### config.mk
export PLATFORM = sky130hd
export DESIGN_NAME = cordic_prerotate
export DESIGN_NICKNAME = d
export VERILOG_FILES = /design/src/rtl/cordic_prerotate.sv
export SDC_FILE = /design/constraint.sdc
export NUM_CORES = 1
export LEC_CHECK = 0
export BUFFER_PORTS_ARGS = -buffer_cell sky130_fd_sc_hd__buf_2
export CAP_MARGIN = 5
export CORE_MARGIN = 5
export CORE_UTILIZATION = 40
export CTS_CLUSTER_SIZE = 8
export DETAILED_ROUTE_END_ITERATION = 8
export GPL_ROUTABILITY_DRIVEN = 0
export PLACE_DENSITY = 0.64
export SLEW_MARGIN = 20
export SYNTH_ARGS = -nofsm -noshare
export SYNTH_HDL_FRONTEND = slang
export SYNTH_SLANG_ARGS = --single-unit
### constraint.sdc
create_clock -name clk -period 11.5 [get_ports clk]
set_input_delay 2.875 -clock clk [delete_from_list [all_inputs] [get_ports clk]]
set_output_delay 2.875 -clock clk [all_outputs]
set_load 0.03 [all_outputs]
### src/rtl/cordic_prerotate.sv
`default_nettype none
//==============================================================================
// Module      : cordic_prerotate
// Description : Input stage of the pipelined CORDIC. Applies a +/-90 degree
//               quadrant pre-rotation so the residual angle handed to the
//               shift/accumulate chain lies in [-90, +90] degrees, registers
//               x/y/z for stage 0, and keeps a {valid, tag} delay line that
//               lines up with the result at the last stage, plus an in-flight
//               sample count.
// Revision    : 1.0 - initial release
//------------------------------------------------------------------------------
// Parameters  : WIDTH  - datapath width of x/y/z (signed two's complement)
//               STAGES - number of shift/accumulate stages downstream
//               TAG_W  - width of the user tag carried with each sample
// Ports       : clk, rst (async, active high)
//               in_valid, x_in, y_in, z_in, in_tag, flush    - inputs
//               x_out, y_out, z_out, tan0                    - to stage 0
//               res_valid, res_tag                           - aligned with
//                                                              final stage
//               in_flight, busy                              - occupancy
// Option      : CORDIC_ROTATION_INIT_EN - when defined, x_in/y_in are ignored
//               and the constant vector (K, 0) is pre-rotated instead, so the
//               final stage yields cos(z_in)/sin(z_in) scaled by 2^(WIDTH-2).
//==============================================================================
module cordic_prerotate #(
    parameter int WIDTH  = 32,
    parameter int STAGES = 16,
    parameter int TAG_W  = 4
) (
    input  logic                          clk,
    input  logic                          rst,
    input  logic                          in_valid,
    input  logic [WIDTH-1:0]              x_in,
    input  logic [WIDTH-1:0]              y_in,
    input  logic [WIDTH-1:0]              z_in,
    input  logic [TAG_W-1:0]              in_tag,
    input  logic                          flush,
    output logic [WIDTH-1:0]              x_out,
    output logic [WIDTH-1:0]              y_out,
    output logic [WIDTH-1:0]              z_out,
    output logic [WIDTH-1:0]              tan0,
    output logic                          res_valid,
    output logic [TAG_W-1:0]              res_tag,
    output logic [$clog2(STAGES+2)-1:0]   in_flight,
    output logic                          busy
);

    localparam int CNT_W = $clog2(STAGES + 2);

    // +90 and -90 degrees in binary angle format (2^WIDTH = 360 degrees).
    localparam logic [WIDTH-1:0] C_Q90     = {2'b01, {(WIDTH-2){1'b0}}};
    localparam logic [WIDTH-1:0] C_Q90_NEG = {2'b11, {(WIDTH-2){1'b0}}};
    // atan(2^0) = 45 degrees.
    localparam logic [WIDTH-1:0] C_TAN0    = {3'b001, {(WIDTH-3){1'b0}}};

    //--------------------------------------------------------------------------
    // Source vector
    //--------------------------------------------------------------------------
    logic [WIDTH-1:0] w_src_x;
    logic [WIDTH-1:0] w_src_y;

`ifdef CORDIC_ROTATION_INIT_EN
    // CORDIC gain compensation K = 0.6072529..., held at 2^62 scale so the top
    // WIDTH bits give K * 2^(WIDTH-2) (0x26DD3B6A at WIDTH=32, WIDTH <= 64).
    localparam logic [63:0]      C_K64 = {32'h26DD_3B6A, 32'h0000_0000};
    localparam logic [WIDTH-1:0] C_K   = C_K64[63 -: WIDTH];

    assign w_src_x = C_K;
    assign w_src_y = '0;
`else
    assign w_src_x = x_in;
    assign w_src_y = y_in;
`endif

    //--------------------------------------------------------------------------
    // Quadrant pre-rotation (wrapping arithmetic, no saturation)
    //--------------------------------------------------------------------------
    logic [WIDTH-1:0] x_d;
    logic [WIDTH-1:0] y_d;
    logic [WIDTH-1:0] z_d;

    always_comb begin
        x_d = w_src_x;
        y_d = w_src_y;
        z_d = z_in;
        if ($signed(z_in) > $signed(C_Q90)) begin
            // rotate by +90: (x, y) -> (-y, x)
            x_d = -w_src_y;
            y_d = w_src_x;
            z_d = z_in - C_Q90;
        end else if ($signed(z_in) < $signed(C_Q90_NEG)) begin
            // rotate by -90: (x, y) -> (y, -x); -180 lands on -90 here
            x_d = w_src_y;
            y_d = -w_src_x;
            z_d = z_in + C_Q90;
        end
    end

    logic [WIDTH-1:0] x_q;
    logic [WIDTH-1:0] y_q;
    logic [WIDTH-1:0] z_q;

    // Datapath loads every cycle; only the valid bit qualifies the sample.
    always_ff @(posedge clk or posedge rst) begin
        if (rst) begin
            x_q <= '0;
            y_q <= '0;
            z_q <= '0;
        end else begin
            x_q <= x_d;
            y_q <= y_d;
            z_q <= z_d;
        end
    end

    //--------------------------------------------------------------------------
    // {valid, tag} delay line: entry 0 lines up with x_out, entry STAGES with
    // the final shift/accumulate stage output.
    //--------------------------------------------------------------------------
    logic [STAGES:0]  vld_q;
    logic [TAG_W-1:0] tag_q [0:STAGES];

    always_ff @(posedge clk or posedge rst) begin
        if (rst) begin
            vld_q <= '0;
            for (int i = 0; i <= STAGES; i++) begin
                tag_q[i] <= '0;
            end
        end else begin
            // A sample arriving alongside flush still enters as valid.
            vld_q[0] <= in_valid;
            tag_q[0] <= in_tag;
            for (int i = 1; i <= STAGES; i++) begin
                vld_q[i] <= flush ? 1'b0 : vld_q[i-1];
                tag_q[i] <= tag_q[i-1];
            end
        end
    end

    //--------------------------------------------------------------------------
    // In-flight count: tracks the number of set bits in vld_q incrementally.
    //--------------------------------------------------------------------------
    logic [CNT_W-1:0] cnt_d;
    logic [CNT_W-1:0] cnt_q;

    always_comb begin
        cnt_d = cnt_q + CNT_W'(in_valid) - CNT_W'(vld_q[STAGES]);
        if (flush) begin
            cnt_d = CNT_W'(in_valid);
        end
    end

    always_ff @(posedge clk or posedge rst) begin
        if (rst) begin
            cnt_q <= '0;
        end else begin
            cnt_q <= cnt_d;
        end
    end

    //--------------------------------------------------------------------------
    // Outputs
    //--------------------------------------------------------------------------
    assign x_out     = x_q;
    assign y_out     = y_q;
    assign z_out     = z_q;
    assign tan0      = C_TAN0;
    assign res_valid = vld_q[STAGES];
    assign res_tag   = tag_q[STAGES];
    assign in_flight = cnt_q;
    assign busy      = (cnt_q != '0);

endmodule
`default_nettype wire
==> results of run 1 <==
stage by stage:
| step | total power [W] | setup WS (ps) | std cells |
|---|---|---|---|
| floorplan | 0.0009194 | 3568 | 724 |
| global placement | 0.001010 | 5661 | 1131 |
| detailed placement | 0.001014 | 5617 | 1131 |
| CTS | 0.001648 | 6080 | 1163 |
| global route | 0.001703 | 5882 | 1163 |
| finish | 0.001628 | 6140 | 1163 |
cells in the mapped netlist (9+ instances only):
master    number  area, um2
nor3_1        35      175.2
o22ai_1       13      81.33
a31oi_1       20      125.1
nor4_1        22      137.6
nand3_1       28      140.1
nor2_1        46      172.7
mux2_2        17      191.4
o21ai_0       11      55.05
inv_1         20      75.07
a21oi_1       27      135.1
ha_1          12      150.1
mux2i_1       15      150.1
dfrtp_1      186       4654
o221a_2       13      146.4
nand3b_1       9      67.56
buf_4         36      270.3
clkbuf_1      35      131.4
nor2b_1       18      112.6
a221o_1       12      120.1
nand2_1       28      105.1
worst max-delay path, cell delays in order:
cell	delay, ps
buf_2	130
inv_1	100
ha_1	140
nor4b_1	260
nand4_1	280
o21ai_4	490
buf_4	460
nand2_1	480
o221a_2	450
metal layers:
| layer | vias to the layer above | wire length [um] |
|---|---|---|
| li1 | 2853 | - |
| met1 | 2971 | 9327 |
| met3 | 17 | 2069 |
| met4 | 0 | 218 |
| met5 | - | 0 |
| met2 | 260 | 10170 |
power groups by stage:
| stage | Combinational (W) | Sequential [W] | Clock [W] |
|---|---|---|---|
| final | 0.000284 | 0.000715 | 0.000628 |
| after global routing | 0.000310 | 0.000720 | 0.000673 |
| after CTS | 0.000286 | 0.000716 | 0.000645 |
| after detailed placement | 0.000285 | 0.000729 | 0 |
| after global placement | 0.000283 | 0.000728 | 0 |
| after floorplan | 0.000125 | 0.000794 | 0 |
flip-flops by register name (all words and copies together), names as in the netlist:
name	cells
res_tag	4
vld_q	17
y_out	32
z_out	32
tag_q	64
in_flight	5
x_out	32
final cells by class:
cell class | instances | area [um2] | share of cell area (%)
timing repair buffer | 214 | 1085 | 11.12
multi-input combinational | 446 | 2955 | 30.30
clock buffer | 17 | 425.4 | 4.361
inverter | 20 | 82.58 | 0.8466
tap | 265 | 331.6 | 3.399
clock inverter | 15 | 220.2 | 2.258
sequential | 186 | 4654 | 47.72
cell families after synthesis:
kind of cell,Yosys count
AO/OA/AOI/OAI,135
XOR/XNOR,3
adder cells (fa/ha/maj),13
buffers and inverters,92
flip-flops,186
multiplexers,33
other,2
AND/OR/NAND/NOR,230
path summary, 6_finish.rpt:
path	from	to	slack, ps	depth (start not counted)
setup / recovery	z_in[31]	x_out[13]	6140	9
hold / removal	tag_q[7]	res_tag[3]	350	0
setup reg to reg	in_flight[0]	in_flight[4]	9500	11
hold reg to reg	tag_q[7]	res_tag[3]	350	0
max in group asynchronous	rst	x_out[13]	7760	3
min in group asynchronous	rst	res_tag[1]	2550	2
==> flow_summary.json, run 1 <==
{
  "status": "finished, final reports clean",
  "yosys.area_share.simple_pct": 15.65,
  "fp.dieH_um": 150.9,
  "dr.pass1.iters": 5,
  "worstMarginPinSlew_ps": 971.7,
  "antenna_found_initial": 0,
  "dpl_cell_area_um2": 9105,
  "io-pin-count": 243,
  "area_growth_pct": 22.77,
  "fillCellCount": 1825,
  "post-route-util_pct": 49.96,
  "hold_ws_ps": 346.8,
  "swShare_pct": 30.96,
  "netlist_area_um2": 7945,
  "viasPerCell": 5.246,
  "grt_pass1_vias": 5938,
  "path_class": "primary input to flop",
  "initial_utilization_pct": 40.69,
  "setup_viol": 0,
  "arrival_ps": 5670,
  "clock_latency_ps": 430,
  "power.switching_w": 0.0005039,
  "grt-busiest-layer": "met2",
  "fin_crit_sh_pct": 46.61,
  "drive_gt1_share_pct": 32.18,
  "clock-root-buffer": "clkbuf_16",
  "hpwl_um": 15530,
  "mostFrequentLayoutCells": "buf_2, dfrtp_1, nor2_1",
  "vias": 6101,
  "core_um2": 19530,
  "ant_nets": 0,
  "fmaxAchievable_ghz": 0.1866,
  "io_buffer_count": 210,
  "combPwrFrac_pct": 17.5,
  "postSynthAreaPerCell_um2": 11.45,
  "power-per-cell-area_nw_per_um2": 166.9,
  "end_kind": "flop",
  "min_path_type": "flop to flop",
  "finalHoldViolations": 0,
  "ys_ff_latch": 186,
  "groute.usage.overall_pct": 19.08,
  "grt_max_degree": 110,
  "drcViolationCount": 0,
  "synth_warnings": 0,
  "cts_inserted_buffers": 17,
  "finalSetupTns_ps": 0,
  "slew_violations": 0,
  "max-clock-path-buffers": 2,
  "die_area_um2": 22780,
  "placementRows": 51,
  "cts_sinks": 186,
  "grt_setup_unrepaired": "false",
  "timing.max_slew.rel_slack_pct": 35.22,
  "worstPathMaxFanout": 40,
  "grt.overflow.total": 0,
  "diodes": 0,
  "yosys.area_share.adder_pct": 2.142,
  "wirelength_um": 21780,
  "synth_mux_area_share_pct": 4.488,
  "drt_iter0_drc": 376,
  "h-tree-depth": 4,
  "fin_skew_ps": 8.096,
  "synthCells": 694,
  "async_flop_share_pct": 100.0,
  "holdBufCountCts": 0,
  "met1_usage_pct": 26.49,
  "post_cts_buffers": 0,
  "internal_power_w": 0.001124,
  "worstPathRequired_ps": 11810,
  "pwr-share-clk_pct": 38.6,
  "wl_per_cell_um": 18.73,
  "clk_pin_slew_ps": 80,
  "yosys_most_used_dff": "dfrtp_1",
  "maxCapViolCount": 0,
  "layout.nets": 1002,
  "final_area_um2": 9754,
  "grtUsageMet3_pct": 6.044,
  "p_seq_share_pct": 44.0,
  "synth_compound_area_share_pct": 12.65,
  "synth-xor-area-share_pct": 0.3307,
  "ys_types": 59,
  "grt_util_met2_pct": 29.38,
  "crit_path_start_kind": "primary input",
  "leakage_nw": 4.356,
  "synth_top_family_by_area": "simple AND/OR/NAND/NOR gates",
  "ir_worst_vdd_uv": 101.0,
  "min_period_ps": 5360,
  "ys_seq_area_share_pct": 58.58,
  "cts_resized": 0,
  "grt_pass1_wl_um": 33300,
  "cts_tree": "built",
  "die_w_um": 150.9,
  "synth_edf_count": 0,
  "final_common_cell": "buf_2"
}
(Power assumes the default switching activity.)
==> inputs of run 2 (changes only) <==
ABC_AREA = 1   (was not set)
PLACE_DENSITY = 0.63   (was 0.64)
clock period = 5.1 ns   (was 11.5 ns; I/O delays follow)
==> run 2 against run 1 <==
Synthesized cell count up 53%; critical path depth is 3 higher; critical path type unchanged; synthesized area grew 10%; worst hold slack got worse by 1.9 ps; register-to-register slack got worse by 6400 ps; core utilization shrank 1.4 points; design area is 7.9% higher; total power grew 120%; sequential power increased by 130%; count of clock-buffer cells in the layout did not move; wire length up 12%; non-clock buffer count up 5; critical endpoint is now y_out[31].
==> flow_summary.json, run 2 <==
{
  "yosys_most_used_dff": "dfrtp_1",
  "largest_register_ff_count": 64,
  "maxCapViolCount": 0,
  "max-clock-path-buffers": 2,
  "setup_viol": 0,
  "netlist_area_um2": 8741,
  "fp.dieH_um": 157.8,
  "min_period_ps": 2855,
  "internal_power_w": 0.002426,
  "arrival_ps": 3180,
  "io_buffer_count": 210,
  "power-per-cell-area_nw_per_um2": 341.9,
  "finalHoldViolations": 0,
  "async_flop_share_pct": 100.0,
  "placementRows": 54,
  "reg2regPathDepth": 11,
  "drcViolationCount": 0,
  "clk_pin_slew_ps": 80,
  "worstPathMaxFanout": 32,
  "io-pin-count": 243,
  "p_seq_share_pct": 44.8,
  "end_kind": "flop",
  "ys_ff_latch": 186,
  "cts_tree": "built",
  "clock_latency_ps": 440,
  "mostFrequentLayoutCells": "nand2_1, buf_2, dfrtp_1",
  "synth_most_common_cell": "nand2_1",
  "fmaxAchievable_ghz": 0.3503,
  "cp-startpoint": "z_in[31]",
  "die_w_um": 157.8,
  "crit_path_start_kind": "primary input",
  "pwr-share-clk_pct": 36.5,
  "clock-root-buffer": "clkbuf_16",
  "r2r_slack_ps": 3090,
  "synth_common_cells": "nand2_1, dfrtp_1, nor2_1",
  "slew_violations": 0,
  "viasPerCell": 4.747,
  "layout.nets": 1377,
  "groute.usage.overall_pct": 19.56,
  "timing.max_slew.rel_slack_pct": 42.54,
  "r2r_start": "in_flight[0]",
  "leakage_nw": 5.248,
  "min_from": "tag_q[9]",
  "ys_types": 36,
  "holdBufCountCts": 0,
  "top_register": "tag_q",
  "initial_utilization_pct": 40.30,
  "ant_nets": 0,
  "synth_edf_count": 0,
  "cts_resized": 0,
  "core_um2": 21690,
  "cts_inserted_buffers": 17,
  "antenna_found_initial": 3,
  "combPwrFrac_pct": 18.6,
  "area_growth_pct": 20.44,
  "yosysTopAreaCellShare_pct": 53.25,
  "crit_path_end": "y_out[31]",
  "worstPathRequired_ps": 5420,
  "grt_pass1_wl_um": 37490,
  "fin_crit_sh_pct": 55.97,
  "grt_max_degree": 89,
  "status": "finished, final reports clean",
  "hpwl_um": 18570,
  "wl_per_cell_um": 15.62,
  "h-tree-depth": 4,
  "rr_endpoint": "in_flight[4]",
  "dr.pass1.iters": 5,
  "final_common_cell": "nand2_1",
  "path_class": "primary input to flop",
  "grt_pass1_vias": 7033,
  "cts_sinks": 186,
  "drive_gt1_share_pct": 21.62,
  "dpl_cell_area_um2": 9910,
  "worstMarginPinSlew_ps": 861.8,
  "synth_area_leaders": "dfrtp_1, nand2_1, nor2_1",
  "vias": 7382,
  "power.switching_w": 0.001173,
  "synth_warnings": 0,
  "die_area_um2": 24910,
  "finalSetupTns_ps": 0,
  "swShare_pct": 32.58,
  "ir_worst_vdd_uv": 198.1,
  "fin_skew_ps": 11.73,
  "ys_seq_area_share_pct": 53.25,
  "drt_iter0_drc": 667,
  "postSynthAreaPerCell_um2": 8.254,
  "yosysTopAreaCell": "dfrtp_1",
  "wirelength_um": 24290,
  "synthCells": 1059,
  "grt.overflow.total": 0,
  "final_area_um2": 10530,
  "post_cts_buffers": 0,
  "min_path_type": "flop to flop",
  "grt_setup_unrepaired": "false"
}
## run 2: cell types whose count changed after synthesis, sizes merged, moves of 28 or more
cell,delta
nand2,+283
nor2,+126
inv,+78
o21ai,+65
nand3,+51
nor3,-28
## run 2: through the flow
step | power [W] | std cells | hold WS [ps] | worst slack (ps) | util (%)
4_1_cts | 0.003637 | 1551 | 347.6 | 2243 | 48.41
6_report | 0.003599 | 1555 | 344.8 | 2245 | 48.54
5_1_grt | 0.003776 | 1555 | 349.0 | 2028 | 48.54
2_1_floorplan | 0.002094 | 1089 | 331.2 | 1432 | -
3_3_place_gp | 0.002304 | 1520 | 331.4 | 1856 | 45.69
3_5_place_dp | 0.002312 | 1520 | 334.7 | 1793 | 45.69
## run 2: layout make-up
class                      count  area (um2)
tap                          280       350.3
multi-input combinational    737        3393
antenna                        3       7.507
sequential                   186        4654
clock inverter                14       165.2
inverter                      99       375.4
fill                        2118       11160
timing repair buffer         219        1156
clock buffer                  17       425.4
## run 2: kinds of logic after synthesis
group / count (synthesis) / synth area share, %
xor gates and xnor gates: 19 / 1.904
AOI/OAI and AO/OA: 87 / 5.439
muxes: 1 / 0.1288
adders and majority gates: 13 / 1.947
DFF: 186 / 53.25
other: 2 / 0.08592
buffers and inverters: 166 / 9.447
and+or+nand+nor: 585 / 27.80
## run 2: worst max-delay path, stage by stage
cell,delay (ps)
buf_2,110
inv_1,90
ha_1,180
nand2_1,60
nor2_1,40
nand2_1,120
nor2_1,90
nor2_4,600
buf_4,390
nor2_1,70
nand2_1,70
nand2_1,50
## run 2: worst min path at each step
stage	end	depth (start not counted)	slack, ps
floorplan	res_tag[0]	0	330
global placement	tag_q[25]	0	330
detailed placement	tag_q[23]	0	330
CTS	tag_q[23]	0	350
global route	tag_q[48]	0	350
finish	tag_q[5]	0	340
## run 2: routing by layer
metal,vias up,routed length (um),track usage (%)
met5,-,0,0
li1,3626,-,-
met2,304,11080,30.64
met1,3429,10720,27.70
met3,23,2123,4.292
met4,0,370,5.080
## run 2: power groups by stage
stage	Clock, W	Combinational [W]	Sequential (W)
2_1_floorplan	0	0.000303	0.00179
4_1_cts	0.00135	0.000672	0.00162
5_1_grt	0.00141	0.000740	0.00162
6_report	0.00131	0.000671	0.00161
3_5_place_dp	0	0.000669	0.00164
3_3_place_gp	0	0.000663	0.00164
